==> src/rtl/imem_uart_loader_pkg.sv <==
// Shared definitions for the UART instruction-memory loader: packet header,
// FSM encodings and the bit-period helper.
package imem_uart_loader_pkg;

  localparam logic [7:0] LDR_HDR = 8'hA5;

  typedef enum logic [2:0] {
    L_IDLE,
    L_COUNT,
    L_DATA,
    L_CSUM,
    L_DONE,
    L_ERR
  } ldr_state_t;

  typedef enum logic [1:0] {
    RX_IDLE,
    RX_START,
    RX_DATA,
    RX_STOP
  } rx_state_t;

  function automatic int clks_per_bit(input int clk_freq, input int baud);
    return clk_freq / baud;
  endfunction

endpackage

==> src/rtl/uart_rx_byte.sv <==
// 8N1 UART byte receiver: 2-flop synchronizer, start-bit glitch rejection,
// mid-bit sampling, one-cycle rx_valid / rx_ferr pulses.
module uart_rx_byte
  import imem_uart_loader_pkg::*;
#(
  parameter int CLKS_PER_BIT = 16
) (
  input  logic       clk,
  input  logic       rstn,
  input  logic       enable,
  input  logic       uart_rx,
  output logic [7:0] rx_byte,
  output logic       rx_valid,
  output logic       rx_ferr
);

  localparam int CNT_W = $clog2(CLKS_PER_BIT);
  localparam logic [CNT_W-1:0] HALF_LAST = CNT_W'(CLKS_PER_BIT / 2 - 1);
  localparam logic [CNT_W-1:0] FULL_LAST = CNT_W'(CLKS_PER_BIT - 1);

  logic [1:0]       sync_reg;
  logic             line_prev_reg;
  rx_state_t        state_reg, state_next;
  logic [CNT_W-1:0] cnt_reg, cnt_next;
  logic [2:0]       bit_reg, bit_next;
  logic [7:0]       shift_reg, shift_next;
  logic [7:0]       byte_reg, byte_next;
  logic             valid_reg, valid_next;
  logic             ferr_reg, ferr_next;
  logic             line;

  assign line     = sync_reg[1];
  assign rx_byte  = byte_reg;
  assign rx_valid = valid_reg;
  assign rx_ferr  = ferr_reg;

  always_ff @(posedge clk or negedge rstn) begin
    if (!rstn) begin
      sync_reg      <= 2'b11;
      line_prev_reg <= 1'b1;
      state_reg     <= RX_IDLE;
      cnt_reg       <= '0;
      bit_reg       <= '0;
      shift_reg     <= '0;
      byte_reg      <= '0;
      valid_reg     <= 1'b0;
      ferr_reg      <= 1'b0;
    end else begin
      sync_reg      <= {sync_reg[0], uart_rx};
      line_prev_reg <= line;
      state_reg     <= state_next;
      cnt_reg       <= cnt_next;
      bit_reg       <= bit_next;
      shift_reg     <= shift_next;
      byte_reg      <= byte_next;
      valid_reg     <= valid_next;
      ferr_reg      <= ferr_next;
    end
  end

  always_comb begin
    state_next = state_reg;
    cnt_next   = cnt_reg;
    bit_next   = bit_reg;
    shift_next = shift_reg;
    byte_next  = byte_reg;
    valid_next = 1'b0;
    ferr_next  = 1'b0;
    case (state_reg)
      RX_IDLE: begin
        if (line_prev_reg && !line) begin
          state_next = RX_START;
          cnt_next   = '0;
        end
      end
      RX_START: begin
        // A start bit that is high again at mid-bit was only a glitch.
        if (cnt_reg == HALF_LAST) begin
          cnt_next   = '0;
          bit_next   = '0;
          state_next = line ? RX_IDLE : RX_DATA;
        end else begin
          cnt_next = cnt_reg + CNT_W'(1);
        end
      end
      RX_DATA: begin
        if (cnt_reg == FULL_LAST) begin
          cnt_next   = '0;
          shift_next = {line, shift_reg[7:1]};
          bit_next   = bit_reg + 3'd1;
          if (bit_reg == 3'd7) state_next = RX_STOP;
        end else begin
          cnt_next = cnt_reg + CNT_W'(1);
        end
      end
      RX_STOP: begin
        if (cnt_reg == FULL_LAST) begin
          cnt_next   = '0;
          state_next = RX_IDLE;
          if (line) begin
            valid_next = 1'b1;
            byte_next  = shift_reg;
          end else begin
            ferr_next = 1'b1;
          end
        end else begin
          cnt_next = cnt_reg + CNT_W'(1);
        end
      end
      default: state_next = RX_IDLE;
    endcase
    if (!enable) begin
      state_next = RX_IDLE;
      valid_next = 1'b0;
      ferr_next  = 1'b0;
    end
  end

endmodule

==> src/rtl/imem_uart_loader.sv <==
// Loads framed program images received over UART into instruction memory,
// holding the CPU while a packet is in flight.
module imem_uart_loader
  import imem_uart_loader_pkg::*;
#(
  parameter int CLK_FREQ     = 100_000_000,
  parameter int BAUD         = 115200,
  parameter int ADDR_WIDTH   = 6,
  parameter int MAX_WORDS    = 64,
  parameter int TIMEOUT_BITS = 40
) (
  input  logic                  clk,
  input  logic                  rstn,
  input  logic                  load_en,
  input  logic                  uart_rx,
  output logic                  we,
  output logic [ADDR_WIDTH-1:0] waddr,
  output logic [31:0]           wdata,
  output logic                  cpu_hold,
  output logic                  done,
  output logic                  err
);

  localparam int CPB            = clks_per_bit(CLK_FREQ, BAUD);
  localparam int TIMEOUT_CYCLES = TIMEOUT_BITS * CPB;
  localparam int TMR_W          = $clog2(TIMEOUT_CYCLES);

  logic [7:0] rx_byte;
  logic       rx_valid;
  logic       rx_ferr;

  uart_rx_byte #(
    .CLKS_PER_BIT(CPB)
  ) u_rx (
    .clk     (clk),
    .rstn    (rstn),
    .enable  (load_en),
    .uart_rx (uart_rx),
    .rx_byte (rx_byte),
    .rx_valid(rx_valid),
    .rx_ferr (rx_ferr)
  );

  ldr_state_t            state_reg, state_next;
  logic [7:0]            count_reg, count_next;
  logic [7:0]            widx_reg, widx_next;
  logic [1:0]            lane_reg, lane_next;
  logic [7:0]            csum_reg, csum_next;
  logic [31:0]           asm_reg, asm_next;
  logic                  we_reg, we_next;
  logic [ADDR_WIDTH-1:0] waddr_reg, waddr_next;
  logic [31:0]           wdata_reg, wdata_next;
  logic                  done_reg, done_next;
  logic                  err_reg, err_next;
  logic [TMR_W-1:0]      timer_reg, timer_next;
  logic                  busy;
  logic                  timeout;

  assign busy     = (state_reg == L_COUNT) || (state_reg == L_DATA) || (state_reg == L_CSUM);
  assign timeout  = busy && !rx_valid && (timer_reg == TMR_W'(TIMEOUT_CYCLES - 1));
  assign we       = we_reg;
  assign waddr    = waddr_reg;
  assign wdata    = wdata_reg;
  assign cpu_hold = busy;
  assign done     = done_reg;
  assign err      = err_reg;

  always_ff @(posedge clk or negedge rstn) begin
    if (!rstn) begin
      state_reg <= L_IDLE;
      count_reg <= '0;
      widx_reg  <= '0;
      lane_reg  <= '0;
      csum_reg  <= '0;
      asm_reg   <= '0;
      we_reg    <= 1'b0;
      waddr_reg <= '0;
      wdata_reg <= '0;
      done_reg  <= 1'b0;
      err_reg   <= 1'b0;
      timer_reg <= '0;
    end else begin
      state_reg <= state_next;
      count_reg <= count_next;
      widx_reg  <= widx_next;
      lane_reg  <= lane_next;
      csum_reg  <= csum_next;
      asm_reg   <= asm_next;
      we_reg    <= we_next;
      waddr_reg <= waddr_next;
      wdata_reg <= wdata_next;
      done_reg  <= done_next;
      err_reg   <= err_next;
      timer_reg <= timer_next;
    end
  end

  always_comb begin
    state_next = state_reg;
    count_next = count_reg;
    widx_next  = widx_reg;
    lane_next  = lane_reg;
    csum_next  = csum_reg;
    asm_next   = asm_reg;
    we_next    = 1'b0;
    waddr_next = waddr_reg;
    wdata_next = wdata_reg;
    done_next  = done_reg;
    err_next   = err_reg;
    timer_next = (busy && !rx_valid) ? timer_reg + TMR_W'(1) : '0;

    case (state_reg)
      L_IDLE, L_DONE, L_ERR: begin
        if (rx_valid && rx_byte == LDR_HDR) begin
          state_next = L_COUNT;
          done_next  = 1'b0;
          err_next   = 1'b0;
        end
      end
      L_COUNT: begin
        if (rx_valid) begin
          if (rx_byte == 8'd0 || rx_byte > 8'(MAX_WORDS)) begin
            state_next = L_ERR;
            err_next   = 1'b1;
          end else begin
            count_next = rx_byte;
            widx_next  = '0;
            lane_next  = '0;
            csum_next  = '0;
            state_next = L_DATA;
          end
        end
      end
      L_DATA: begin
        if (rx_valid) begin
          csum_next = csum_reg ^ rx_byte;
          lane_next = lane_reg + 2'd1;
          asm_next[{lane_reg, 3'b000} +: 8] = rx_byte;
          if (lane_reg == 2'd3) begin
            we_next    = 1'b1;
            waddr_next = ADDR_WIDTH'(widx_reg);
            wdata_next = {rx_byte, asm_reg[23:0]};
            widx_next  = widx_reg + 8'd1;
            if (widx_reg + 8'd1 == count_reg) state_next = L_CSUM;
          end
        end
      end
      L_CSUM: begin
        if (rx_valid) begin
          if (rx_byte == csum_reg) begin
            state_next = L_DONE;
            done_next  = 1'b1;
          end else begin
            state_next = L_ERR;
            err_next   = 1'b1;
          end
        end
      end
      default: state_next = L_IDLE;
    endcase

    if (busy && (rx_ferr || timeout)) begin
      state_next = L_ERR;
      err_next   = 1'b1;
      done_next  = 1'b0;
      we_next    = 1'b0;
    end

    // Switching the loader off abandons the packet but keeps the last verdict.
    if (!load_en) begin
      state_next = L_IDLE;
      we_next    = 1'b0;
      done_next  = done_reg;
      err_next   = err_reg;
      timer_next = '0;
    end
  end

endmodule

==> config.mk <==
export PLATFORM = sky130hd
export DESIGN_NAME = imem_uart_loader
export DESIGN_NICKNAME = d
export VERILOG_FILES = /design/src/rtl/imem_uart_loader_pkg.sv /design/src/rtl/uart_rx_byte.sv /design/src/rtl/imem_uart_loader.sv
export SDC_FILE = /design/constraint.sdc
export NUM_CORES = 1
export LEC_CHECK = 0
export CAP_MARGIN = 15
export CORE_ASPECT_RATIO = 1.5
export CORE_MARGIN = 10
export CORE_UTILIZATION = 39
export CTS_CLUSTER_SIZE = 28
export DETAILED_ROUTE_END_ITERATION = 8
export PLACE_DENSITY_LB_ADDON = 0.15
export SYNTH_ARGS = -nofsm -noshare
export SYNTH_HDL_FRONTEND = slang
export SYNTH_SLANG_ARGS = --single-unit
==> constraint.sdc <==
create_clock -name clk -period 5 [get_ports clk]
set_clock_uncertainty 0.15 [all_clocks]
set_input_delay 0.75 -clock clk [delete_from_list [all_inputs] [get_ports clk]]
set_output_delay 0.75 -clock clk [all_outputs]
set_load 0.01 [all_outputs]
---- Yosys cells after proc, flatten, opt, wreduce, memory -nomap -nowiden ----
Cells that the tools add are included.
word-level totals
  bits in registers ....................... 154
  bits of input ports ..................... 4
  output and inout port bits .............. 42
cells by class
  add/subtract/negate cells ............... 6
  order comparisons ....................... 1
  equality and inequality tests ........... 40
  shifts and indexed selects .............. 2
  muxes and demuxes ....................... 64
  bitwise logic cells ..................... 2
  reduce and logical (&&, ||, !) cells .... 32
operator list
  cell                      count
  $mux W8                   5
  $mux W3                   11
  $bwmux W32                1
  $mux W16                  2
  $pmux W8 S2               2
  $shift A8 B7 Y32 const A  1
  $shiftx A8 B7 Y32         1
  $mux W10                  3
  $pmux W10 S3              1
  $mux W1                   23
  $mux W2                   10
  $ne A4 B2 Y1 const B      5
  $ne A3 B2 Y1 const B      6
  $add A16 B1 Y16 const B   1
  $eq A16 B16 Y1 const B    1
  $eq A8 B8 Y1              2
  $reduce_and A5 Y1         3
  $ne A2 B1 Y1 const B      6
  $ne A3 B1 Y1 const B      4
  $pmux W3 S4               1
  $reduce_and A3 Y1         4
  $add A10 B1 Y10 const B   1
  $eq A10 B10 Y1 const B    1
  $eq A10 B9 Y1 const B     1
  other kinds (36)          51

---- Logic depth before layout (Yosys ltp) ----
Gate-level depths: netlist (run 1).
  depth after elaboration ................. 9
  mapped depth ............................ 8
  gate-level depth less buffers ........... 8

---- Hierarchy ----
A second synthesis (run 1) with hierarchy kept.
unflattened totals
  cells, all modules ...................... 636
  area total of the unflattened synthesis .. 6960.4 um^2
by module, submodules not included
  module            times used  cells each  area each (um^2)  sequential area each (um^2)
  imem_uart_loader  1           494         5247.5            2752.6
  uart_rx_byte      1           142         1712.9            904.6

---- Worst setup path before layout (run 1) ----
OpenSTA, ideal clock, no wires.
  path type ............................... reg-to-reg
  start point ............................. register widx_reg[0]
  end point ............................... register state_reg[0]
  library setup time ...................... 0.103 ns
  data arrival time ....................... 1.778 ns
  required time ........................... 4.747 ns
  setup slack ............................. 2.969 ns
  cell stages (with the launch flop) ...... 7
  path through ............................ dfrtp_1 > ha_1 > nand3_2 > or3_1 > a2111oi_2 > a21oi_1 > o41ai_2
between the ends
  longest elaborated chain between the ends .. 4
RTL lines
  what                                line                     text
  from (decl)                         imem_uart_loader.sv:46   logic [7:0] widx_reg, widx_next;
  from (signal assigned)              imem_uart_loader.sv:85   widx_reg <= widx_next;
  $add A8 B1 Y8                       imem_uart_loader.sv:144  if (widx_reg + 8'd1 == count_reg) state_next = L_CSUM;
  $eq A8 B8 Y1                        imem_uart_loader.sv:144
  $ne A4 B2 Y1 (no source line)       -
  $reduce_and A6 Y1 (no source line)  -
  to (signal assigned)                imem_uart_loader.sv:83   state_reg <= state_next;
  to (decl)                           imem_uart_loader.sv:44   ldr_state_t state_reg, state_next;
No other way between the ends.
A chain may end at the register's enable or synchronous reset.

---- Worst setup path in the final report (run 1) ----
  start point ............................. register state_reg[1]
  end point ............................... output cpu_hold
between the ends
  longest elaborated chain between the ends .. 3
  elaborated cells on any way between the ends .. 5
  those cells by class .................... eq/ne (3); reduce/logical (2)
RTL lines
  what                                                 line                    text
  $eq A3 B1 Y1 / $eq A3 B2 Y1 (equally long branches)  imem_uart_loader.sv:59  assign busy = (state_reg == L_COUNT) || (state_reg == L_DATA) || (state_reg == L_CSUM);
  $logic_or A1 B1 Y1                                   imem_uart_loader.sv:59
  $logic_or A1 B1 Y1 (*)                               imem_uart_loader.sv:59
  to (decl)                                            imem_uart_loader.sv:19  output logic cpu_hold,
Every way passes the cells marked *; elsewhere a longest branch is shown, timed or not.

==> results.md, run 1 <==
Global route:
- The initial antenna violation count is 0.
- The global routing stage identified its most utilized layer as met2.
- The number of global-route vias before repair is around 4800.
- The pin count of the biggest net entering global routing is 57.
- Global routing used under 10% of the available met3 tracks.
- The met2 layer usage reported by global route is between 20 and 25%.
- The met1 global-route usage is between 10% and 20%.
- The total global routing track utilization is about 13%.
- The overflow left after global routing is 0.
- The first-pass GRT wire length is 24370 um.

Finish:
- The post-layout net count is between 600 and 700.
- The register with the most flip-flops in the layout has 32 of them.
- Compared with the post-synthesis result, the final layout area differs by 17.73%.
- The number of standard cells in the final layout excluding fillers is between 900 and 1000.
- The number of antenna diodes in the final layout is 0.
- The fraction of final layout cells sized beyond drive strength 1 is about 16%.
- The fill cell instance count of the final layout is approximately 1600.

Critical path:
- Walking the worst path, the cells encountered are o21ba_2 -> clkdlybuf4s50_1.
- Tracing the worst setup path back leads to its startpoint at state_reg[1].
- The destination of the critical timing path is cpu_hold.
- The critical path is of the reg -> out type.
- The buffering stage count on the worst path with inverters included is 1.
- For this run, the slowest stage of the critical path takes between 0.5 and 0.6 ns.
- The endpoint identified for the worst register-to-register timing path is wdata[28].
- The slowest stage of the critical path is the clkdlybuf4s50_1 cell.
- Broken down by cell family, the worst path's largest delay share belongs to buffers and inverters.
- Data on the critical path arrives at its endpoint at about 1.8 ns.
- The required time at the worst-slack endpoint is slightly above 4 ns.
- Setup slack on the worst reg-to-reg path comes out at roughly 2.4 ns.
- In this run the critical register-to-register path is launched from state_reg[1].
- The startpoint class of the critical path is a register.
- STA classifies the critical path endpoint as an output port.
- The depth of the worst register-to-register path is 5.
- The cell count along the critical path is 2.
- The biggest fanout along the worst timing path is 12.

Detailed routing:
- The total wire length is between 10000 and 15000 um.
- In the routed design, unresolved DRC markers number 0.
- The routed length per instance is roughly 15 um.
- The via density per instance is about 5.2.
- Across all layers, the routed design uses between 4000 and 5000 vias.
- The count of antenna-violating nets left after detailed routing is 0.
- The first-pass iteration count of the detailed router is 5.
- In this run, the number of DRC markers left after iteration 0 of detailed routing was 358.

Clock tree:
- The clock latency reported for the late side of the worst-skew pair is 0.42 ns.
- The TritonCTS clock tree is done.
- The number of clock sinks is approximately 150.
- The maximum count of clock buffers along a single path is 2.
- The clock buffer count from CTS is 17.
- The tree is rooted in a clkbuf_16.
- The number of hold buffers added after cts is 0.
- Post-CTS timing repair inserted 0 buffers for setup.
- The number of gates resized after CTS is 0.
- The clock-pin transition on the worst setup and hold timing paths is 0.06 ns.
- The deepest level of the CTS H-tree is 4.

Floorplan:
- The row count is between 50 and 60.
- The initial utilization of the core area, before any placement, comes to 39.39%.
- The area of the die is 23150 um^2.
- The horizontal die dimension is between 100 and 150 um.
- The placeable core region is around 17000 um^2.
- The die outline height is approximately 180 um.
- The total I/O pin count is 46.

Synthesis:
- The Yosys step of the flow raised 0 warnings.
- The synthesized instance count is approximately 640.
- A synthesized cell averages approximately 11 um^2.
- The number of different library cells used by synthesis comes to 66.
- The mapped netlist covers 6775 um^2.
- The number of nets in the synthesized netlist is about 660.
- The post-synthesis register bit count is between 100 and 150.
- For this run, the leading register cell type out of synthesis is dfrtp_1.
- The proportion of register bits with asynchronous set or reset after synthesis is 100.0%.
- The synthesized design contains 0 enable-type register cells.
- Sequential elements use 53.98% of the synthesized area.

Placement:
- The congestion estimate from routability-driven global placement came to ~0.78.
- The detailed placer's ending HPWL is slightly below 10000 um.
- The instance count after placement with tap cells included is 872.
- During placement, the flow inserted port buffers numbering 45.

Pwr:
- The highest ir drop seen on vdd is 219.6 uV.
- The completed layout was analyzed and its total power is 0.002481 W.
- For this design the static power due to leakage is approximately 3.5 nW.
- In this run the power density over the cells is a little over 300 nW/um^2.

Timing:
- The worst-margin pin slew is 0.9985 ns.
- Derived from the worst setup path, the maximum achievable clock frequency is approximately 370 MHz.
- The hold violation total from the final report was 0.
- Headroom to the max-slew limit came out at around a third.
- The minimum period implied by the final worst setup slack is roughly 2.7 ns.
- The final total negative setup slack is 0 ns.
- The number of max-slew violations in the final report is 0.
- The number of setup violations in the final report is 0.
- The final critical path takes up roughly 54% of the cycle.
- Setup repair after global routing left no endpoint under its margin.

Min path:
- In this run the worst hold path is classified as in -> async.

Status:
- The run finished with clean final reports.

Run:
- The tool flagged a number of max-cap violations equal to 0.
## Yosys cell counts (8+ instances only)
library cell  number  share of area (%)
inv_1             13               0.72
xor2_1            14                1.8
clkbuf_1          14               0.78
nor3b_1            8               0.89
mux2_2            59                9.8
nand2_1          100                5.5
nand4_1            9               0.83
o21ai_0           69                5.1
xnor2_1           17                2.2
dfrtp_1          143                 53
buf_2              8               0.59
nor2_1            43                2.4
nand3_1           16                1.2
ha_1              16                3.0
## cells in the final DEF, fill, tap and decap left out, drive strengths merged, types with 4 or more instances in the layout
cell,instances
nand2b,7
clkdlybuf4s50,44
a21oi,7
xor2,14
xnor2,17
and2,4
nor3,8
nand3,18
mux2,59
nor2,45
dfrtp,143
o21ai,71
inv,15
nor3b,8
clkinv,7
nand4,9
clkbuf,19
o31ai,7
or3,4
buf,4
nand2,100
and3,7
clkinvlp,4
ha,16
## through the flow
| stage | area, um^2 | setup WS, ns | util, % | hold slack (ns) |
|---|---|---|---|---|
| after floorplan | 6775 | 2.969 | - | 0.1952 |
| after global placement | 7402 | 2.050 | 43.03 | 0.1955 |
| after detailed placement | 7402 | 1.974 | 43.03 | 0.1973 |
| after CTS | 7956 | 1.961 | 46.26 | 0.09014 |
| after global routing | 7976 | 2.152 | 46.37 | 0.09384 |
| final | 7976 | 2.290 | 46.37 | 0.09185 |
## worst register-to-register path, cell delays in order (launching register included)
cell and delay, ns:
dfrtp_1 0.54, nand2b_1 0.20, nor2_2 0.58, nand2_2 0.42, buf_12 0.30, mux2_2 0.32
## logic make-up after synthesis
family | Yosys count | share of synthesized area (%)
compound gates | 116 | 10.47
simple gates | 229 | 16.25
buf+inv | 39 | 2.382
fa+ha+maj | 16 | 2.955
mux | 60 | 9.954
xor+xnor | 31 | 4.007
flops | 146 | 53.98
## how the worst min path moves through the flow
stage | start | endpoint | slack, ns | cells past startpoint
CTS | rstn | wdata[17] | 0.09 | 1
global route | rstn | wdata[17] | 0.09 | 1
finish | rstn | wdata[17] | 0.09 | 1
floorplan | u_rx.sync_reg[0] | u_rx.sync_reg[1] | 0.20 | 0
detailed placement | u_rx.sync_reg[0] | u_rx.sync_reg[1] | 0.20 | 0
global placement | u_rx.sync_reg[0] | u_rx.sync_reg[1] | 0.20 | 0
## final cells by class
cell class	count	area, um^2	area share [%]
Sequential cell	146	3657	45.85
Multi-Input combinational cell	452	2959	37.10
Timing Repair Buffer	48	486.7	6.102
Clock buffer	19	442.9	5.553
Tap cell	213	266.5	3.341
Clock inverter	13	111.4	1.396
Inverter	14	52.55	0.6588
## power breakdown
group	internal [W]	switching, W	leakage [nW]
clock network	0.000695	0.000484	0.265
logic	0.0000297	0.0000692	1.21
registers	0.00119	0.0000112	2.03
total	0.00192	0.000565	3.50
## layer usage
metal	share of wire (%)	wire length [um]
met1	44	6188
met2	51	7189
met3	3.6	509
met4	0.88	123
met5	0	0
No activity file was read; power rests on OpenSTA's default activity.
==> run 2, diff against run 1 <==
Clock period 5 ns to 2.3 ns, I/O delays scaled along.
==> run 2 against run 1 <==
  * Worst hold slack improved by 0.093 ns
  * Routed wire length increased by 6.3%
  * Register-to-register slack got worse by 2.2 ns
  * Sequential power is 120% higher
  * Clock power rose by 120%
  * Critical endpoint unchanged
==> results.md, run 2 (synthesized netlist as in run 1, its figures left out) <==
Finish:
- The fraction of final layout cells sized beyond drive strength 1 is 18.02% (+2.4 points).
- The final core area utilization is 47.64% (+1.3 points).
- The number of standard cells in the final layout excluding fillers is 929 (+2.7%).
- The most frequent standard cell in the layout excluding fill and tap cells is dfrtp_1.
- The antenna cell count was 0 (unchanged).
- The area growth from synthesis to layout is 20.94%.
- Leaving out fill and tap cells, the most frequent cells in the layout are dfrtp_1 (143), nand2_1 (99), o21ai_0 (69), mux2_2 (59), clkdlybuf4s50_1 (44).
- The post-layout net count is 724 (+3.6%).
- The flip-flop count of the largest register after layout is 32 (unchanged).

Timing:
- The hold violation total from the final report came to 0 (unchanged).
- The number of max-slew violations in the final report came to 0 (unchanged).
- The worst slack on hold paths was 0.1852 ns (+0.09331 ns).
- Dividing the final minimum period by the clock period gives 95.72%.
- The worst path needs 2.202 ns of the cycle, external delays included.
- The final total negative setup slack is 0 ns (unchanged).
- The number of setup violations in the final report was 0 (unchanged).
- Setup repair after global routing left no endpoint under its margin.
- The worst max-slew margin expressed relative to the limit came to 68.98% (+36 points).
- The worst-margin pin slew is 0.4654 ns (-0.5331 ns).
- Static timing analysis puts the maximum clock frequency at ~450 MHz.

Global route:
- The pin count of the biggest net entering global routing came to 58 (+1.8%).
- The initial antenna violation count is 0 (unchanged).
- The total global routing track utilization is 13.31% (+0.53 points).
- The overflow left after global routing is 0 (unchanged).
- The number of global-route vias before repair was 4916 (+2.2%).
- The first-pass GRT wire length is 25190 um (+3.3%).

Detailed routing:
- The routed via count is 4836 (+2.2%).
- The count of antenna-violating nets left after detailed routing is 0 (unchanged).
- The first-iteration detailed-routing DRC count was 290 (-19%).
- The first-pass iteration count of the detailed router is 4 (-1).
- The remaining routing DRC violations is 0 (unchanged).
- The via density per instance is 5.206 (-0.46%).
- The total wire length came to 14890 um (+6.3%).
- The routed length per instance was 16.03 um (+3.5%).

Critical path:
- The startpoint class of the critical path is a register.
- The depth of the worst register-to-register path is 5 (unchanged).
- The biggest fanout along the worst timing path is 8 (-4).
- The terminus of the critical flop-to-flop path is u_rx.shift_reg[5].
- The startpoint of the most critical setup path is state_reg[0].
- STA classifies the critical path endpoint as an output port.
- The required time at the worst-slack endpoint is 1.80 ns (-2.30 ns).
- The origin of the critical flop-to-flop path is u_rx.cnt_reg[0].
- The flop-to-flop setup slack is 0.18 ns (-2.21 ns).
- The most critical setup path has its endpoint at cpu_hold.
- The critical path in this run is classified as reg -> out.
- The critical path arrival was 1.71 ns (-0.10 ns).

Pwr:
- The fraction of power consumed by the clock network is 47.8% (+0.3 points).
- The cell-internal power was 0.004240 W (+120%).
- The sequential power share is 47.7% (-0.8 points).
- The ratio of total power to cell area was 667.2 nW/um^2 (+110%).
- The proportion of power drawn by combinational gates was 4.5% (+0.5 points).
- The net switching power figure is 0.001227 W (+120%).
- The proportion of total power due to net switching came to 22.44% (-0.32 points).
- The leakage component of the power is 3.634 nW (+3.8%).
- The post-route total power came to 0.005467 W (+120%).
- The highest ir drop seen on vdd was 430.6 uV (+96%).

Placement:
- The detailed placer's ending HPWL is 10550 um (+8.6%).
- The number of buffers inserted by port buffering was 45 (unchanged).
- The instance count after placement with tap cells included is 897 (+2.9%).
- The routability congestion estimate is 0.8049 (+2.6%).

Floorplan:
- The horizontal die dimension is 127.6 um (unchanged).
- The starting density of the core came to 39.39% (unchanged).
- The total I/O pin count was 46 (unchanged).
- The die outline height is 181.4 um (unchanged).
- The row count is 59 (unchanged).
- The placeable core region came to 17200 um^2 (unchanged).
- The area of the die is 23150 um^2 (unchanged).

Run:
- The reported max-cap violation count is 0 (unchanged).

Clock tree:
- The clock latency reported for the late side of the worst-skew pair is 0.42 ns (about the same).
- The clock-pin transition on the worst setup and hold timing paths is 0.06 ns (about the same).
- The maximum count of clock buffers along a single path is 2 (unchanged).
- The clock buffer count from CTS is 17 (unchanged).
- TritonCTS built the clock tree.
- The buffer cell driving the clock tree root is clkbuf_16.
- The number of clock sinks is 146 (unchanged).
- The deepest level of the CTS H-tree is 4 (unchanged).

Status:
- The flow ran to the end, and the final reports show no timing, DRC or antenna violations.

Min path:
- The class of the most critical hold timing path is in -> reg.
[run 2: cell types whose count changed in the layout (fill, tap and decap cells not counted), sizes merged]
cell / change
dlygate4sd3: +1
clkbuf: +4
clkinv: -4
inv: -1
buf: +24
[run 2: power by group through the flow]
stage / registers, W / logic [W] / clock network (W)
after floorplan: 0.00265 / 0.000118 / 0
after global placement: 0.00265 / 0.000244 / 0
after detailed placement: 0.00266 / 0.000249 / 0
after CTS: 0.00261 / 0.000252 / 0.00268
after global routing: 0.00261 / 0.000279 / 0.00278
final: 0.00261 / 0.000244 / 0.00261
[run 2: how the worst min path moves through the flow]
stage	from	endpoint	cells past startpoint
floorplan	rstn	asm_reg[0]	0
global placement	rstn	wdata[16]	1
detailed placement	rstn	asm_reg[16]	1
CTS	uart_rx	u_rx.sync_reg[0]	1
global route	uart_rx	u_rx.sync_reg[0]	1
finish	uart_rx	u_rx.sync_reg[0]	1
[run 2: per-stage QoR]
stage / setup slack, ns / area (um^2)
2_1_floorplan: 0.2687 / 6775
3_3_place_gp: 0.2485 / 7627
3_5_place_dp: 0.1933 / 7627
4_1_cts: 0.06889 / 8194
5_1_grt: 0.006139 / 8194
6_report: 0.09848 / 8194
[run 2: critical path, cell delays in order, from the launching register on]
cell and delay [ns]:
dfrtp_1 0.47, o21ba_2 0.25, clkdlybuf4s50_1 0.57
[run 2: final cells by class]
class                   count  area (um^2)
clock buffers              23        478.0
multi-input cells         452         2959
repair buffers             73        701.9
inverters                  14        52.55
fillers                  1607         9006
clock inverters             8        78.83
well taps                 213        266.5
flip-flops and latches    146         3657
[run 2: timing repair]
action | CTS | global route
resized for setup | 0 | 0
hold buffers | 1 | 0
setup buffers | 0 | 0
endpoints found under the hold margin | 34 | 0
[run 2: layer usage]
metal  global-route usage, %  routed length, um  up-vias
met5                       0                  0        -
met4                   4.562                229        0
met3                   3.673                633       18
met2                   22.89               7805       80
met1                   15.47               6219     2382
li1                        -                  -     2356
==> run 3, diff against run 2 <==
Settings changed: ABC_AREA from default to 1, RECOVER_POWER from default to 25.
Clock period 2.3 ns to 2.2 ns, I/O delays scaled along.
==> run 3 against run 2 <==
  * Total power rose by 24%
  * First-iteration DRC count rose by 22%
  * Synthesized area rose by 1.6%
  * Flip-flop and latch count did not move
  * Final area rose by 0.75%
  * Combinational power rose to 4.5 times the previous value
  * Via count rose by 13%
  * Die area rose by 1.4%
  * Sequential power rose by 9.2%
  * Non-clock buffer count fell by 5
  * Register-to-register slack improved by 0.03 ns
==> results.md, run 3 <==
Status:
- The flow ran to the end, and the final reports show no timing, DRC or antenna violations.

Pwr:
- The ratio of total power to cell area is 819.4 nW/um^2 (+23%).
- The post-route total power is 0.006764 W (+24%).
- The proportion of power drawn by combinational gates is 16.5% (+12 points).
- The fraction of power consumed by the clock network is 41.4% (-6.4 points).
- The leakage component of the power is 3.749 nW (+3.2%).
- The net switching power figure was 0.001969 W (+60%).
- The highest ir drop seen on vdd came to 636.4 uV (+48%).
- The cell-internal power is 0.004796 W (+13%).
- The sequential power share is 42.1% (-5.6 points).
- The proportion of total power due to net switching is 29.10% (+6.7 points).

Synthesis:
- The net count after synthesis is 826 (+26%).
- The synthesized area was 6884 um^2 (+1.6%).
- The synthesized instance count came to 806 (+27%).
- The number of enable-type register cells in the synthesized netlist came to 0 (unchanged).
- The area fraction of the dominant cell type after synthesis was 51.98% (-0.84 points).
- The post-synthesis register bit count came to 146 (unchanged).
- By area the synthesized netlist is led by dfrtp_1 (52%), nand2_1 (9.7%), o21ai_0 (6.8%).
- Of all cell types, the one taking the most synthesized area is dfrtp_1.
- The primary flip-flop cell chosen by synthesis mapping is dfrtp_1.
- Yosys instantiated no cell more often than nand2_1.
- The mean instance size in the synthesized netlist is 8.541 um^2 (-20%).
- The proportion of register bits with asynchronous set or reset after synthesis is 100.0% (unchanged).
- The count of different cell masters after synthesis is 39 (-41%).
- Counting instances in the post-synthesis netlist gives the leading cell types as nand2_1 (178), dfrtp_1 (143), inv_1 (105), o21ai_0 (93), nor2_1 (63).
- The warning count from the yosys run is 0 (unchanged).
- The sequential share of the synthesized area came to 53.13% (-0.85 points).

Min path:
- The class of the most critical hold timing path is in -> async.

Global route:
- The total global routing track utilization is 14.18% (+0.87 points).
- The overflow left after global routing was 0 (unchanged).
- The pin count of the biggest net entering global routing is 55 (-5.2%).
- The first-pass GRT wire length is 27190 um (+7.9%).
- The initial antenna violation count is 0 (unchanged).
- The number of global-route vias before repair is 5592 (+14%).

Timing:
- The worst path needs around 2.0 ns of the cycle, external delays included.
- The number of setup violations in the final report is 0 (unchanged).
- The worst max-slew margin expressed relative to the limit is 24.52% (-44 points).
- Dividing the final minimum period by the clock period gives 90.31%.
- Setup repair after global routing left no endpoint under its margin.
- The final total negative setup slack is 0 ns (unchanged).
- Static timing analysis puts the maximum clock frequency at ~500 MHz.
- The worst-margin pin slew is 1.132 ns (+0.6668 ns).
- The number of max-slew violations in the final report is 0 (unchanged).
- The hold violation total from the final report came to 0 (unchanged).
- The final worst-path setup slack is 0.2131 ns (+0.1146 ns).

Detailed routing:
- The first-pass iteration count of the detailed router is 5 (+1).
- The total wire length is 15820 um (+6.3%).
- The routed length on met3 is 662 um (+4.6%).
- The top routing layer in use is met4.
- The remaining routing DRC violations was 0 (unchanged).
- The via density per instance is 4.992 (-4.1%).
- The routed length on met2 is 8447 um (+8.2%).
- The routed via count was 5461 (+13%).
- The count of antenna-violating nets left after detailed routing came to 0 (unchanged).
- The routed length per instance is 14.46 um (-9.8%).
- The first-iteration detailed-routing DRC count came to 354 (+22%).
- The wire length on met1 is 6401 um (+2.9%).

Finish:
- The flip-flop count of the largest register after layout came to 32 (unchanged).
- The number of standard cells in the final layout excluding fillers is 1094 (+18%).
- The fill cell instance count of the final layout is 1648 (+2.6%).
- The fraction of final layout cells sized beyond drive strength 1 is 10.33% (-7.7 points).
- The layout overhead on the synthesized area is 19.92%.
- Leaving out fill and tap cells, the most frequent cells in the layout are nand2_1 (178), dfrtp_1 (142), inv_1 (105), o21ai_0 (92), nor2_1 (61).
- The post-layout net count is 888 (+23%).
- The antenna cell count was 0 (unchanged).
- The most frequent standard cell in the layout excluding fill and tap cells is nand2_1.

Floorplan:
- The starting density of the core is 39.68% (+0.29 points).
- The total I/O pin count is 46 (unchanged).
- The row count is 59 (unchanged).
- The area of the die came to 23480 um^2 (+1.4%).
- The die outline height is 182.7 um (+0.71%).
- The placeable core region was 17350 um^2 (+0.86%).
- The horizontal die dimension is 128.5 um (+0.68%).

Critical path:
- The setup path with the least slack is of type reg -> reg.
- The worst setup path is launched from a register.
- The category of the worst setup path capture point is a register.
- The biggest fanout along the worst timing path is 7 (-1).
- The critical path arrival is 2.14 ns (+0.43 ns).
- The required time at the worst-slack endpoint came to 2.35 ns (+0.55 ns).

Run:
- The reported max-cap violation count is 0 (unchanged).

Placement:
- The detailed placer's ending HPWL is 11810 um (+12%).
- The number of buffers inserted by port buffering is 45 (unchanged).
- The instance count after placement with tap cells included came to 1060 (+18%).
- The post-placement setup slack is 0.1446 ns (-0.04872 ns).
- The routability congestion estimate came to 0.8586 (+6.7%).

Clock tree:
- The TritonCTS clock tree is done.
- The deepest level of the CTS H-tree was 4 (unchanged).
- In this run the clock root is driven by a clkbuf_16.
- The clock latency reported for the late side of the worst-skew pair is 0.42 ns (about the same).
- The clock buffer count from CTS is 17 (unchanged).
- The maximum count of clock buffers along a single path is 2 (unchanged).
- The clock-pin transition on the worst setup and hold timing paths is 0.06 ns (about the same).
- The number of clock sinks was 146 (unchanged).
[run 3: changes by cell type after synthesis, moves of 16 or more]
| cell | before | now |
|---|---|---|
| mux2_2 | 59 | 0 |
| o21ai_0 | 69 | 93 |
| nand3_1 | 16 | 54 |
| nand4_1 | 9 | 25 |
| nand2_1 | 100 | 178 |
| inv_1 | 13 | 105 |
| nor2_1 | 43 | 63 |
[run 3: final cells by class]
class	instances	area [um^2]	share of cell area [%]
Sequential cell	146	3659	44.32
Multi-Input combinational cell	522	2673	32.37
Timing Repair Buffer	68	651.9	7.896
Clock buffer	19	452.9	5.487
Inverter	113	424.2	5.138
Tap cell	213	266.5	3.228
Clock inverter	13	128.9	1.561
[run 3: worst max-delay path: stages, from the launching register on]
cell and delay, ns:
dfrtp_2 0.42, ha_1 0.25, nand2_1 0.13, a21oi_1 0.15
nand3_1 0.08, nor2_1 0.10, nand3_1 0.07, nor2_1 0.09
nand3_1 0.10, nand2_1 0.13, nand2_1 0.10, nand2_1 0.06
nand2_1 0.05
[run 3: metrics by stage]
stage | utilization [%] | cell area (um^2) | hold slack (ns)
after floorplan | - | 6884 | -0.1156
after global placement | 44.24 | 7675 | 0.06469
after detailed placement | 44.24 | 7675 | 0.06900
after CTS | 47.65 | 8267 | 0.1429
after global routing | 47.59 | 8255 | 0.2063
final | 47.59 | 8255 | 0.1740
[run 3: path summary, 6_finish.rpt]
check                                  from                to  slack (ns)  cells after the start
setup / recovery                lane_reg[0]      state_reg[2]        0.21                     12
hold / removal                         rstn          waddr[3]        0.17                      2
setup reg to reg                lane_reg[0]      state_reg[2]        0.21                     12
hold reg to reg            u_rx.sync_reg[0]  u_rx.sync_reg[1]        0.21                      0
max in group asynchronous              rstn     u_rx.rx_valid        0.36                      3
min in group clk           u_rx.sync_reg[0]  u_rx.sync_reg[1]        0.21                      0
[run 3: cell families after synthesis]
logic type / Yosys count / synth area share, %
AND/OR/NAND/NOR: 352 / 23.16
AO/OA/AOI/OAI: 141 / 11.03
adder cells (fa/ha/maj): 16 / 2.908
XOR/XNOR: 13 / 1.654
flip-flops: 146 / 53.13
buffers and inverters: 138 / 8.124
[run 3: what timing repair did]
action                                  in CTS  in global routing
gates resized for setup                      0                  5
endpoints found under the setup margin       0                  6
buffers inserted                             0                  1
hold endpoints to repair                   120                  0
hold buffers                                 1                  0
[run 3: metal layers]
layer / global-route usage [%] / vias to the layer above
met5: 0 / -
met4: 5.149 / 0
met3: 3.278 / 22
met2: 25.25 / 115
met1: 15.95 / 2601
li1: - / 2723
[run 3: power groups by stage]
stage               registers (W)  clock network, W  logic, W
global route              0.00286           0.00299   0.00127
detailed placement        0.00290                 0   0.00112
global placement          0.00290                 0   0.00111
finish                    0.00285           0.00280   0.00111
CTS                       0.00286           0.00289   0.00112
floorplan                 0.00289                 0  0.000715
